**src/rtl/hazard_unit_if.sv**
```systemverilog
// -----------------------------------------------------------------------------
// hazard_unit_if
//   Bundle of the hazard controller's pipeline-facing signals. The pipeline
//   (or a testbench) drives it through the master modport. The hazard unit
//   consumes it through the slave modport.
//
//   Pipeline -> hazard unit
//     id_valid, id_rs1, id_rs2, id_rs1_used, id_rs2_used : instruction in ID
//     exe_waddr, exe_wen, exe_memread, exe_jal           : fields leaving ID/EXE
//     exe_taken                                          : branch in EXE taken
//   Hazard unit -> pipeline
//     stall_if_id, flush_if_id, flush_id_exe             : combinational controls
//     fwd_a, fwd_b                                       : registered operand selects
//     stall_cnt, flush_cnt                               : saturating event counters
// -----------------------------------------------------------------------------
interface hazard_unit_if #(
    parameter int ASIZE = 5,
    parameter int CSIZE = 16
);
    logic             id_valid;
    logic [ASIZE-1:0] id_rs1;
    logic [ASIZE-1:0] id_rs2;
    logic             id_rs1_used;
    logic             id_rs2_used;
    logic [ASIZE-1:0] exe_waddr;
    logic             exe_wen;
    logic             exe_memread;
    logic             exe_taken;
    logic             exe_jal;

    logic             stall_if_id;
    logic             flush_if_id;
    logic             flush_id_exe;
    logic [1:0]       fwd_a;
    logic [1:0]       fwd_b;
    logic [CSIZE-1:0] stall_cnt;
    logic [CSIZE-1:0] flush_cnt;

    modport master (
        output id_valid, id_rs1, id_rs2, id_rs1_used, id_rs2_used,
               exe_waddr, exe_wen, exe_memread, exe_taken, exe_jal,
        input  stall_if_id, flush_if_id, flush_id_exe,
               fwd_a, fwd_b, stall_cnt, flush_cnt
    );

    modport slave (
        input  id_valid, id_rs1, id_rs2, id_rs1_used, id_rs2_used,
               exe_waddr, exe_wen, exe_memread, exe_taken, exe_jal,
        output stall_if_id, flush_if_id, flush_id_exe,
               fwd_a, fwd_b, stall_cnt, flush_cnt
    );
endinterface

```
**src/rtl/hazard_unit.sv**
```systemverilog
// -----------------------------------------------------------------------------
// hazard_unit
//   Pipeline hazard controller sitting on the consumer side of ID/EXE.
//   - Load-use: stalls IF/ID and inserts a bubble into ID/EXE for one cycle
//     when the instruction in ID reads the destination of a load in EXE.
//   - Redirect: a taken branch or jal in EXE flushes IF/ID and ID/EXE for
//     BR_FLUSH cycles. A new redirect restarts the window. Flush beats stall.
//   - Forwarding: per-operand selects computed in ID and registered, so they
//     line up with the instruction once it reaches EXE.
//       00 register file, 01 EXE/MEM ALU result, 10 MEM/WB result.
//   - Saturating counters of stall cycles and redirect events.
//
//   Ports
//     clk : rising-edge clock
//     rst : synchronous reset, active low
//     hz  : hazard_unit_if.slave (pipeline fields in, hazard controls out)
// -----------------------------------------------------------------------------
module hazard_unit #(
    parameter int ASIZE    = 5,
    parameter int BR_FLUSH = 2,   // 1..3
    parameter int CSIZE    = 16
) (
    input  logic         clk,
    input  logic         rst,
    hazard_unit_if.slave hz
);

    localparam logic [1:0] FWD_RF  = 2'b00;
    localparam logic [1:0] FWD_EXE = 2'b01;
    localparam logic [1:0] FWD_MEM = 2'b10;

    // Extra held cycles after the redirect cycle itself.
    localparam logic [1:0]       FLUSH_RELOAD = 2'(BR_FLUSH - 1);
    localparam logic [CSIZE-1:0] CNT_MAX      = '1;

    // A source depends on a stage only if it is read, the stage writes a
    // register, the addresses agree and the register is not the hardwired r0.
    function automatic logic src_match(
        input logic             used,
        input logic [ASIZE-1:0] rs,
        input logic             wen,
        input logic [ASIZE-1:0] waddr
    );
        return used && wen && (waddr == rs) && (rs != '0);
    endfunction

    // The nearest producer wins. A load still in EXE cannot forward; that case
    // is always a load-use stall, whose bubble forces the select to 00 anyway.
    function automatic logic [1:0] fwd_sel(
        input logic exe_hit,
        input logic mem_hit,
        input logic exe_load
    );
        if (exe_hit && !exe_load) begin
            return FWD_EXE;
        end else if (mem_hit) begin
            return FWD_MEM;
        end else begin
            return FWD_RF;
        end
    endfunction

    // ------------------------------------------------------------------
    // State
    // ------------------------------------------------------------------
    // MEM entry of the scoreboard: the instruction that was in EXE last cycle.
    // The WB entry is not kept. A WB-stage producer needs no forwarding because
    // the register file writes before it reads.
    logic             mem_wen_q,     mem_wen_d;
    logic [ASIZE-1:0] mem_waddr_q,   mem_waddr_d;
    logic [1:0]       flush_left_q,  flush_left_d;
    logic [1:0]       fwd_a_q,       fwd_a_d;
    logic [1:0]       fwd_b_q,       fwd_b_d;
    logic [CSIZE-1:0] stall_cnt_q,   stall_cnt_d;
    logic [CSIZE-1:0] flush_cnt_q,   flush_cnt_d;

    // ------------------------------------------------------------------
    // Dependency detection
    // ------------------------------------------------------------------
    logic rs1_exe_hit;
    logic rs2_exe_hit;
    logic rs1_mem_hit;
    logic rs2_mem_hit;
    logic load_use;
    logic redirect;
    logic flush_active;

    assign rs1_exe_hit = src_match(hz.id_rs1_used, hz.id_rs1, hz.exe_wen, hz.exe_waddr);
    assign rs2_exe_hit = src_match(hz.id_rs2_used, hz.id_rs2, hz.exe_wen, hz.exe_waddr);
    assign rs1_mem_hit = src_match(hz.id_rs1_used, hz.id_rs1, mem_wen_q, mem_waddr_q);
    assign rs2_mem_hit = src_match(hz.id_rs2_used, hz.id_rs2, mem_wen_q, mem_waddr_q);

    assign load_use     = hz.id_valid && hz.exe_memread && (rs1_exe_hit || rs2_exe_hit);
    assign redirect     = hz.exe_taken || hz.exe_jal;
    assign flush_active = redirect || (flush_left_q != 2'd0);

    // ------------------------------------------------------------------
    // Combinational pipeline controls
    // ------------------------------------------------------------------
    // Younger instructions are discarded on a redirect, so stalling them is
    // pointless. The flush takes priority.
    assign hz.stall_if_id  = load_use && !flush_active;
    assign hz.flush_if_id  = flush_active;
    assign hz.flush_id_exe = flush_active || load_use;

    assign hz.fwd_a     = fwd_a_q;
    assign hz.fwd_b     = fwd_b_q;
    assign hz.stall_cnt = stall_cnt_q;
    assign hz.flush_cnt = flush_cnt_q;

    // ------------------------------------------------------------------
    // Next-state logic
    // ------------------------------------------------------------------
    // NOTE: every target gets a default at the top of the block, so no path
    // leaves a variable unassigned and no latch is inferred.
    always_comb begin
        mem_wen_d    = hz.exe_wen;
        mem_waddr_d  = hz.exe_waddr;
        flush_left_d = flush_left_q;
        fwd_a_d      = FWD_RF;
        fwd_b_d      = FWD_RF;
        stall_cnt_d  = stall_cnt_q;
        flush_cnt_d  = flush_cnt_q;

        // A redirect restarts the window. It does not add to what is left.
        if (redirect) begin
            flush_left_d = FLUSH_RELOAD;
        end else if (flush_left_q != 2'd0) begin
            flush_left_d = flush_left_q - 2'd1;
        end

        // A bubble or an empty ID slot reaches EXE with no operands to forward.
        if (hz.id_valid && !hz.flush_id_exe) begin
            fwd_a_d = fwd_sel(rs1_exe_hit, rs1_mem_hit, hz.exe_memread);
            fwd_b_d = fwd_sel(rs2_exe_hit, rs2_mem_hit, hz.exe_memread);
        end

        if (hz.stall_if_id && (stall_cnt_q != CNT_MAX)) begin
            stall_cnt_d = stall_cnt_q + CSIZE'(1);
        end
        if (redirect && (flush_cnt_q != CNT_MAX)) begin
            flush_cnt_d = flush_cnt_q + CSIZE'(1);
        end
    end

    // ------------------------------------------------------------------
    // Registers
    // ------------------------------------------------------------------
    // NOTE: sequential state is updated with non-blocking assignments, so
    // every flop samples the pre-edge values regardless of statement order.
    always_ff @(posedge clk) begin
        if (!rst) begin
            mem_wen_q    <= 1'b0;
            mem_waddr_q  <= '0;
            flush_left_q <= 2'd0;
            fwd_a_q      <= FWD_RF;
            fwd_b_q      <= FWD_RF;
            stall_cnt_q  <= '0;
            flush_cnt_q  <= '0;
        end else begin
            mem_wen_q    <= mem_wen_d;
            mem_waddr_q  <= mem_waddr_d;
            flush_left_q <= flush_left_d;
            fwd_a_q      <= fwd_a_d;
            fwd_b_q      <= fwd_b_d;
            stall_cnt_q  <= stall_cnt_d;
            flush_cnt_q  <= flush_cnt_d;
        end
    end

endmodule

```
**src/flat_wrapper.sv**
```systemverilog
// flat-port wrapper written by rule: the top's interface ports become plain ports
module hazard_unit_flat 
#(
    parameter int ASIZE    = 5,
    parameter int BR_FLUSH = 2,          
    parameter int CSIZE    = 16
)
  (clk, rst, hz_id_valid, hz_id_rs1, hz_id_rs2, hz_id_rs1_used, hz_id_rs2_used, hz_exe_waddr, hz_exe_wen, hz_exe_memread, hz_exe_taken, hz_exe_jal, hz_stall_if_id, hz_flush_if_id, hz_flush_id_exe, hz_fwd_a, hz_fwd_b, hz_stall_cnt, hz_flush_cnt);
  hazard_unit_if #(.ASIZE(ASIZE), .CSIZE(CSIZE)) hz_i ();
  input  logic clk;
  input  logic rst;
  input wire logic [$bits(hz_i.id_valid)-1:0] hz_id_valid;
  input wire logic [$bits(hz_i.id_rs1)-1:0] hz_id_rs1;
  input wire logic [$bits(hz_i.id_rs2)-1:0] hz_id_rs2;
  input wire logic [$bits(hz_i.id_rs1_used)-1:0] hz_id_rs1_used;
  input wire logic [$bits(hz_i.id_rs2_used)-1:0] hz_id_rs2_used;
  input wire logic [$bits(hz_i.exe_waddr)-1:0] hz_exe_waddr;
  input wire logic [$bits(hz_i.exe_wen)-1:0] hz_exe_wen;
  input wire logic [$bits(hz_i.exe_memread)-1:0] hz_exe_memread;
  input wire logic [$bits(hz_i.exe_taken)-1:0] hz_exe_taken;
  input wire logic [$bits(hz_i.exe_jal)-1:0] hz_exe_jal;
  output wire logic [$bits(hz_i.stall_if_id)-1:0] hz_stall_if_id;
  output wire logic [$bits(hz_i.flush_if_id)-1:0] hz_flush_if_id;
  output wire logic [$bits(hz_i.flush_id_exe)-1:0] hz_flush_id_exe;
  output wire logic [$bits(hz_i.fwd_a)-1:0] hz_fwd_a;
  output wire logic [$bits(hz_i.fwd_b)-1:0] hz_fwd_b;
  output wire logic [$bits(hz_i.stall_cnt)-1:0] hz_stall_cnt;
  output wire logic [$bits(hz_i.flush_cnt)-1:0] hz_flush_cnt;
  assign hz_i.id_valid = hz_id_valid;
  assign hz_i.id_rs1 = hz_id_rs1;
  assign hz_i.id_rs2 = hz_id_rs2;
  assign hz_i.id_rs1_used = hz_id_rs1_used;
  assign hz_i.id_rs2_used = hz_id_rs2_used;
  assign hz_i.exe_waddr = hz_exe_waddr;
  assign hz_i.exe_wen = hz_exe_wen;
  assign hz_i.exe_memread = hz_exe_memread;
  assign hz_i.exe_taken = hz_exe_taken;
  assign hz_i.exe_jal = hz_exe_jal;
  assign hz_stall_if_id = hz_i.stall_if_id;
  assign hz_flush_if_id = hz_i.flush_if_id;
  assign hz_flush_id_exe = hz_i.flush_id_exe;
  assign hz_fwd_a = hz_i.fwd_a;
  assign hz_fwd_b = hz_i.fwd_b;
  assign hz_stall_cnt = hz_i.stall_cnt;
  assign hz_flush_cnt = hz_i.flush_cnt;
  hazard_unit #(.ASIZE(ASIZE), .BR_FLUSH(BR_FLUSH), .CSIZE(CSIZE)) u_core (.clk(clk), .rst(rst), .hz(hz_i));
endmodule
```
**config.mk**
```make
export PLATFORM = sky130hd
export DESIGN_NAME = hazard_unit_flat
export DESIGN_NICKNAME = d
export VERILOG_FILES = /design/src/rtl/hazard_unit_if.sv /design/src/rtl/hazard_unit.sv /design/src/flat_wrapper.sv
export SDC_FILE = /design/constraint.sdc
export NUM_CORES = 1
export LEC_CHECK = 0
export ABC_AREA = 0
export CAP_MARGIN = 20
export CORE_ASPECT_RATIO = 0.6
export CORE_UTILIZATION = 45
export CTS_CLUSTER_DIAMETER = 50
export DETAILED_ROUTE_END_ITERATION = 7
export PLACE_DENSITY = 0.76
export SLEW_MARGIN = 20
export SYNTH_ARGS = -nofsm -noshare
export SYNTH_HDL_FRONTEND = slang
export SYNTH_SLANG_ARGS = --single-unit
```
**constraint.sdc**
```tcl
create_clock -name clk -period 2.35 [get_ports clk]
set_input_delay 0.3525 -clock clk [delete_from_list [all_inputs] [get_ports clk]]
set_output_delay 0.3525 -clock clk [all_outputs]
set_load 0.05 [all_outputs]
```
==> run_results.csv, run 1 <==
group,metric,value,unit
clocking,cts.sinks,44,
place,placed_cell_area,3100,µm²
hold_path,holdCritStartpoint,"hz_exe_waddr[2]",
place,numPortBuffers,62,
setup_path,cp.arrival,1.91,ns
clocking,clockBufferDepth,2,
global_routing,grt_pass1_vias,2015,
hold_path,hp-class,"input port to flop",
clocking,htreeDepth,2,
floorplanning,dieArea,5310,µm²
power,peakVddDrop,342,µV
layout,multi_input_area,1350,µm²
sta,period_share,0.965,
clocking,clock-root-buffer,"clkbuf_8",
global_routing,grt_pass1_wl,10000,µm
setup_path,max_stage_delay,0.57,ns
layout,n_fill_cell,358,
setup_path,critPathLaunchType,"input port",
global_routing,antenna_found_initial,0,
setup_path,path_cells,"dlygate4sd2_1 -> or4_4 -> o21ai_4 -> nor3_4 -> o21ai_2 -> inv_4 -> buf_6",
drt,wl_per_cell,15.0,µm
yosys,yosysWarnings,0,
setup_path,path_buf_inv,3,
yosys,synth_common_cells,"44 x dfxtp_1, 23 x nand2_1, 22 x xnor2_1",
floorplanning,initial_core_util,0.482,
setup_path,cp_max_fo,3,
setup_path,cp_top_family,"simple AND/OR/NAND/NOR gates",
floorplanning,core,4680,µm²
sta,max_freq,441,MHz
job,max_cap_violations,0,
power,power.total,1.50,mW
power,power_density,458,nW/µm²
sta,tightest_slew,0.514,ns
drt,drtAntennaViolNets,0,
layout,layout.area.seq,881,µm²
global_routing,gr-usage-all-layers,0.248,
drt,routed_wl,6270,µm
layout,syn_to_final_growth,45.5,%
yosys,synth_area,2260,µm²
drt,dr.pass1.iters,4,
floorplanning,die_w,93.4,µm
layout,diodes,0,
clocking,cts_tree,"yes",
place,place_congestion,0.869,
power,power.leakage,1.26,nW
global_routing,overflow,0,
yosys,synth.most_common_cell,"dfxtp_1",
yosys,yosys-top-cells-area,"dfxtp_1 39%, xnor2_1 8.5%, xor2_1 4.3%, nand3_1 4.2%, nand2_1 3.8%",
clocking,clock_latency,0.30,ns
outcome,outcome,"finished, final reports clean",
yosys,synth_nets,294,
yosys,syn_inst,267,
layout,fin_nets,383,
drt,viasPerCell,5.48,
yosys,seq_area_frac_synth,0.390,
yosys,synth_edf_count,0,
layout,drive_above_1_share,0.140,
yosys,ys_ff_latch,44,
yosys,synth-async-reset-ratio,0,
yosys,synth_cell_types,45,
sta,period_needed,2.27,ns
setup_path,r2r_start,"u_core.flush_left_q[0]",
place,hpwl,4570,µm
drt,dr.first_iter.drc_count,141,
clocking,numCtsBuffers,5,
floorplanning,die_h,56.9,µm
sta,hold_viol,0,
global_routing,grt_max_degree,17,
layout,final_area,3280,µm²
yosys,synth-main-ff-cell,"dfxtp_1",
setup_path,crit_type,"input port to output pin",
floorplanning,io-pin-count,63,
setup_path,cp-end-kind,"output pin",
sta,clock_skew,0.00673,ns
setup_path,startpoint,"hz_id_rs2[0]",
yosys,yosys.area.top_type,"dfxtp_1",
sta,max_slew_margin,0.656,
drt,vias,2296,
sta,finalSetupViolCount,0,
sta,slew_viol_final,0,
setup_path,required,2.00,ns
floorplanning,num_rows,19,
setup_path,slowest_stage,"or4_4",
clocking,clk_pin_slew,0.08,ns
sta,fin_tns_setup,0,ns
yosys,yosysTopAreaCellShare,0.390,
yosys,synth_area_per_cell,8.45,µm²
drt,drc,0,
-- through the flow --
stage / instances / utilization / worst slack, ns / hold slack [ns]
2_1_floorplan: 267 / - / 0.256 / 0.430
3_3_place_gp: 408 / 0.661 / -0.269 / 0.479
3_5_place_dp: 408 / 0.661 / -0.281 / 0.491
4_1_cts: 416 / 0.687 / -0.0127 / 0.502
5_1_grt: 419 / 0.701 / -0.00389 / 0.407
6_report: 419 / 0.701 / 0.0826 / 0.386
-- kinds of logic (layout without fill, tap and decap cells) --
family	count (synthesis)	count (layout)	share of synthesized area
AND/OR/NAND/NOR	127	127	0.302
flip-flops	44	44	0.390
AO/OA/AOI/OAI	43	43	0.124
XOR/XNOR	33	33	0.128
buffers and inverters	15	104	0.0310
adder cells (fa/ha/maj)	3	3	0.0166
multiplexers	2	2	0.00887
-- flip-flops by register name (all words and copies together), names as in the netlist --
name                 flops
u_core.flush_left_q      2
u_core.hz.flush_cnt     16
u_core.hz.fwd_a          2
u_core.hz.fwd_b          2
u_core.hz.stall_cnt     16
u_core.mem_waddr_q       5
u_core.mem_wen_q         1
-- routing by layer --
layer	up-vias	share of wire	GRT usage
li1	1130	-	-
met1	1056	0.51	0.376
met2	100	0.40	0.339
met3	10	0.081	0.0637
met4	0	0.011	0.0659
met5	-	0	0
-- final timing paths --
check,end,slack [ns],cells after the start
min reg2reg,u_core.hz.stall_cnt[15],0.50,2
max reg2reg,u_core.hz.stall_cnt[14],0.23,9
max,hz_stall_if_id,0.08,7
min,u_core.mem_waddr_q[2],0.39,2
-- repair_timing --
item | CTS | global route
hold buffers | 0 | 0
gates resized for setup | 9 | 11
endpoints found under the setup margin | 2 | 5
setup buffers | 1 | 3
pin swaps | 6 | 10
-- power by group --
part	internal (mW)	switching, mW
Sequential	0.757	0.0141
Combinational	0.101	0.110
Clock	0.262	0.259
-- cells in the final DEF (no fill, tap or decap), types with 8 or more instances in the layout --
cell,count
clkdlybuf4s50_1,46
dfxtp_1,44
buf_4,28
nand2_1,23
nor2_1,21
xnor2_1,20
nand3_1,19
and2_1,13
a21oi_1,13
o21ai_0,11
xor2_1,11
nand4_1,9
nor3_1,9
dlymetal6s2s_1,8
-- final cells by class --
type                    instances  area share
multi-input cells             208       0.411
flip-flops and latches         44       0.268
repair buffers                 89       0.258
clock buffers                   7      0.0293
well taps                      63      0.0240
inverters                       8     0.00991
Power figures use the tool's default switching activity.
==> run 2: changes to the inputs <==
--- a/config.mk
+++ b/config.mk
@@ -11,6 +11,7 @@
 export CORE_UTILIZATION = 45
 export CTS_CLUSTER_DIAMETER = 50
 export DETAILED_ROUTE_END_ITERATION = 7
+export GPL_TIMING_DRIVEN = 0
 export PLACE_DENSITY = 0.76
 export SLEW_MARGIN = 20
 export SYNTH_ARGS = -nofsm -noshare
==> run 2 against run 1 <==
Effect of this change:
- largest cell class unchanged
- critical path depth grew 1
- wire length decreased by 5.0%
- clock skew about the same
- hold slack improved by 0.051 ns
- clock power is 7.5% lower
- critical path type unchanged
- largest power group unchanged
==> run_results.csv, run 2 (synthesized netlist as in run 1, its figures left out) <==
group,metric,value,unit
outcome,outcome,"finished, final reports clean",
sta,whs,0.436,ns
setup_path,max_stage_delay,0.56,ns
clocking,clockBufferDepth,2,
layout,finish.utilization,0.667,
global_routing,antenna_found_initial,0,
global_routing,grt_pass1_wl,9670,µm
setup_path,cp_max_fo,6,
setup_path,path_common_cell,"buf_6",
setup_path,crit_type,"input port to output pin",
drt,routed_wl,5950,µm
clocking,cts_tree,"yes",
power,p_clk_frac,0.335,
place,post-place-ws,-0.745,ns
floorplanning,num_rows,19,
setup_path,startpoint,"hz_id_rs2[3]",
global_routing,grt_pass1_vias,2010,
global_routing,grt_max_degree,13,
clocking,htreeDepth,2,
floorplanning,io-pin-count,63,
setup_path,r2r_start,"u_core.flush_left_q[0]",
setup_path,path_cells,"dlygate4sd2_1 -> or4_4 -> o21ai_4 -> nor3_4 -> o21ai_2 -> buf_6 -> inv_4 -> buf_6",
setup_path,worstRegToRegCells,9,
sta,hold_viol,0,
power,comb_power_share,0.131,
clocking,clock_latency,0.28,ns
power,p_switching,0.361,mW
sta,period_needed,2.31,ns
clocking,numCtsBuffers,5,
drt,dr.pass1.iters,4,
sta,tightest_slew,0.650,ns
drt,dr.first_iter.drc_count,141,
floorplanning,dieArea,5310,µm²
power,power_density,462,nW/µm²
clocking,clock-root-buffer,"clkbuf_8",
setup_path,cp.arrival,1.96,ns
clocking,hold_buffers,0,
power,peakVddDrop,250,µV
sta,clock_skew,0.00688,ns
sta,finalSetupViolCount,0,
power,p_int,1.08,mW
hold_path,holdCritStartpoint,"hz_exe_waddr[4]",
layout,final_cell_mix,"45 x clkdlybuf4s50_1, 44 x dfxtp_1, 23 x nand2_1",
place,dp.cells,392,
layout,syn_to_final_growth,38.3,%
power,power.total,1.44,mW
layout,diodes,0,
place,numPortBuffers,62,
setup_path,required,2.00,ns
power,power.leakage,1.12,nW
drt,vias,2226,
sta,slew_viol_final,0,
setup_path,cp_top_family,"simple AND/OR/NAND/NOR gates",
clocking,clk_pin_slew,0.07,ns
hold_path,hp-class,"input port to flop",
setup_path,path_buf_inv,4,
sta,period_share,0.984,
sta,max_freq,432,MHz
clocking,cts.sinks,44,
global_routing,overflow,0,
layout,final_cells,406,
place,place_congestion,0.868,
sta,max_slew_margin,0.564,
hold_path,hold_depth,2,
power,swShare,0.250,
drt,wl_per_cell,14.7,µm
setup_path,slowest_stage,"or4_4",
hold_path,holdPathEnd,"u_core.mem_waddr_q[4]",
layout,mostFrequentLayoutCell,"clkdlybuf4s50_1",
power,pwr-share-seq,0.535,
drt,drc,0,
setup_path,reg2reg_to,"u_core.hz.stall_cnt[8]",
setup_path,cp-end-kind,"output pin",
setup_path,critPathLaunchType,"input port",
place,hpwl,4440,µm
setup_path,r2r_setup_slack,0.26,ns
floorplanning,die_w,93.4,µm
layout,drive_above_1_share,0.0845,
layout,fin_nets,369,
sta,worst_slack,0.0378,ns
job,max_cap_violations,0,
floorplanning,initial_core_util,0.482,
drt,drtAntennaViolNets,0,
floorplanning,core,4680,µm²
floorplanning,die_h,56.9,µm
global_routing,gr-usage-all-layers,0.235,
drt,viasPerCell,5.48,
## run 2: area by class of cell
type,count,area (µm²)
repair buffers,68,662
inverters,8,32.5
clock buffers,8,90.1
fillers,393,1560
plain buffers,7,37.5
flip-flops and latches,44,881
multi-input cells,208,1340
well taps,63,78.8
## run 2: power groups by stage
stage | clock network, mW | registers, mW | logic, mW
2_1_floorplan | 0 | 0.802 | 0.0820
3_3_place_gp | 0 | 0.788 | 0.179
3_5_place_dp | 0 | 0.788 | 0.183
4_1_cts | 0.487 | 0.770 | 0.186
5_1_grt | 0.532 | 0.773 | 0.201
6_report | 0.482 | 0.771 | 0.188
## run 2: worst max-delay path by stage
stage	end	slack, ns	depth (start not counted)
detailed placement	hz_stall_if_id	-0.75	8
global route	hz_stall_if_id	-0.0003	8
floorplan	u_core.hz.stall_cnt[8]	0.26	8
global placement	hz_stall_if_id	-0.73	8
CTS	hz_stall_if_id	0.008	8
finish	hz_stall_if_id	0.04	8
## run 2: metrics by stage
| stage | cell area, µm² | setup TNS (ns) |
|---|---|---|
| floorplan | 2260 | 0 |
| global placement | 2960 | -2.82 |
| detailed placement | 2960 | -2.81 |
| CTS | 3090 | 0 |
| global route | 3120 | -0.000317 |
| finish | 3120 | 0 |
## run 2: metal layers
layer / track usage / wire (µm) / up-vias
met1: 0.348 / 2970 / 1016
li1: - / - / 1110
met3: 0.0637 / 495 / 2
met5: 0 / 0 / -
met4: 0.0374 / 15 / 0
met2: 0.345 / 2480 / 98
## run 2: timing repair
| action | CTS | global route |
|---|---|---|
| resized for setup | 28 | 7 |
| pin swaps | 5 | 8 |
| setup endpoints to repair | 3 | 3 |
| setup buffers | 4 | 2 |
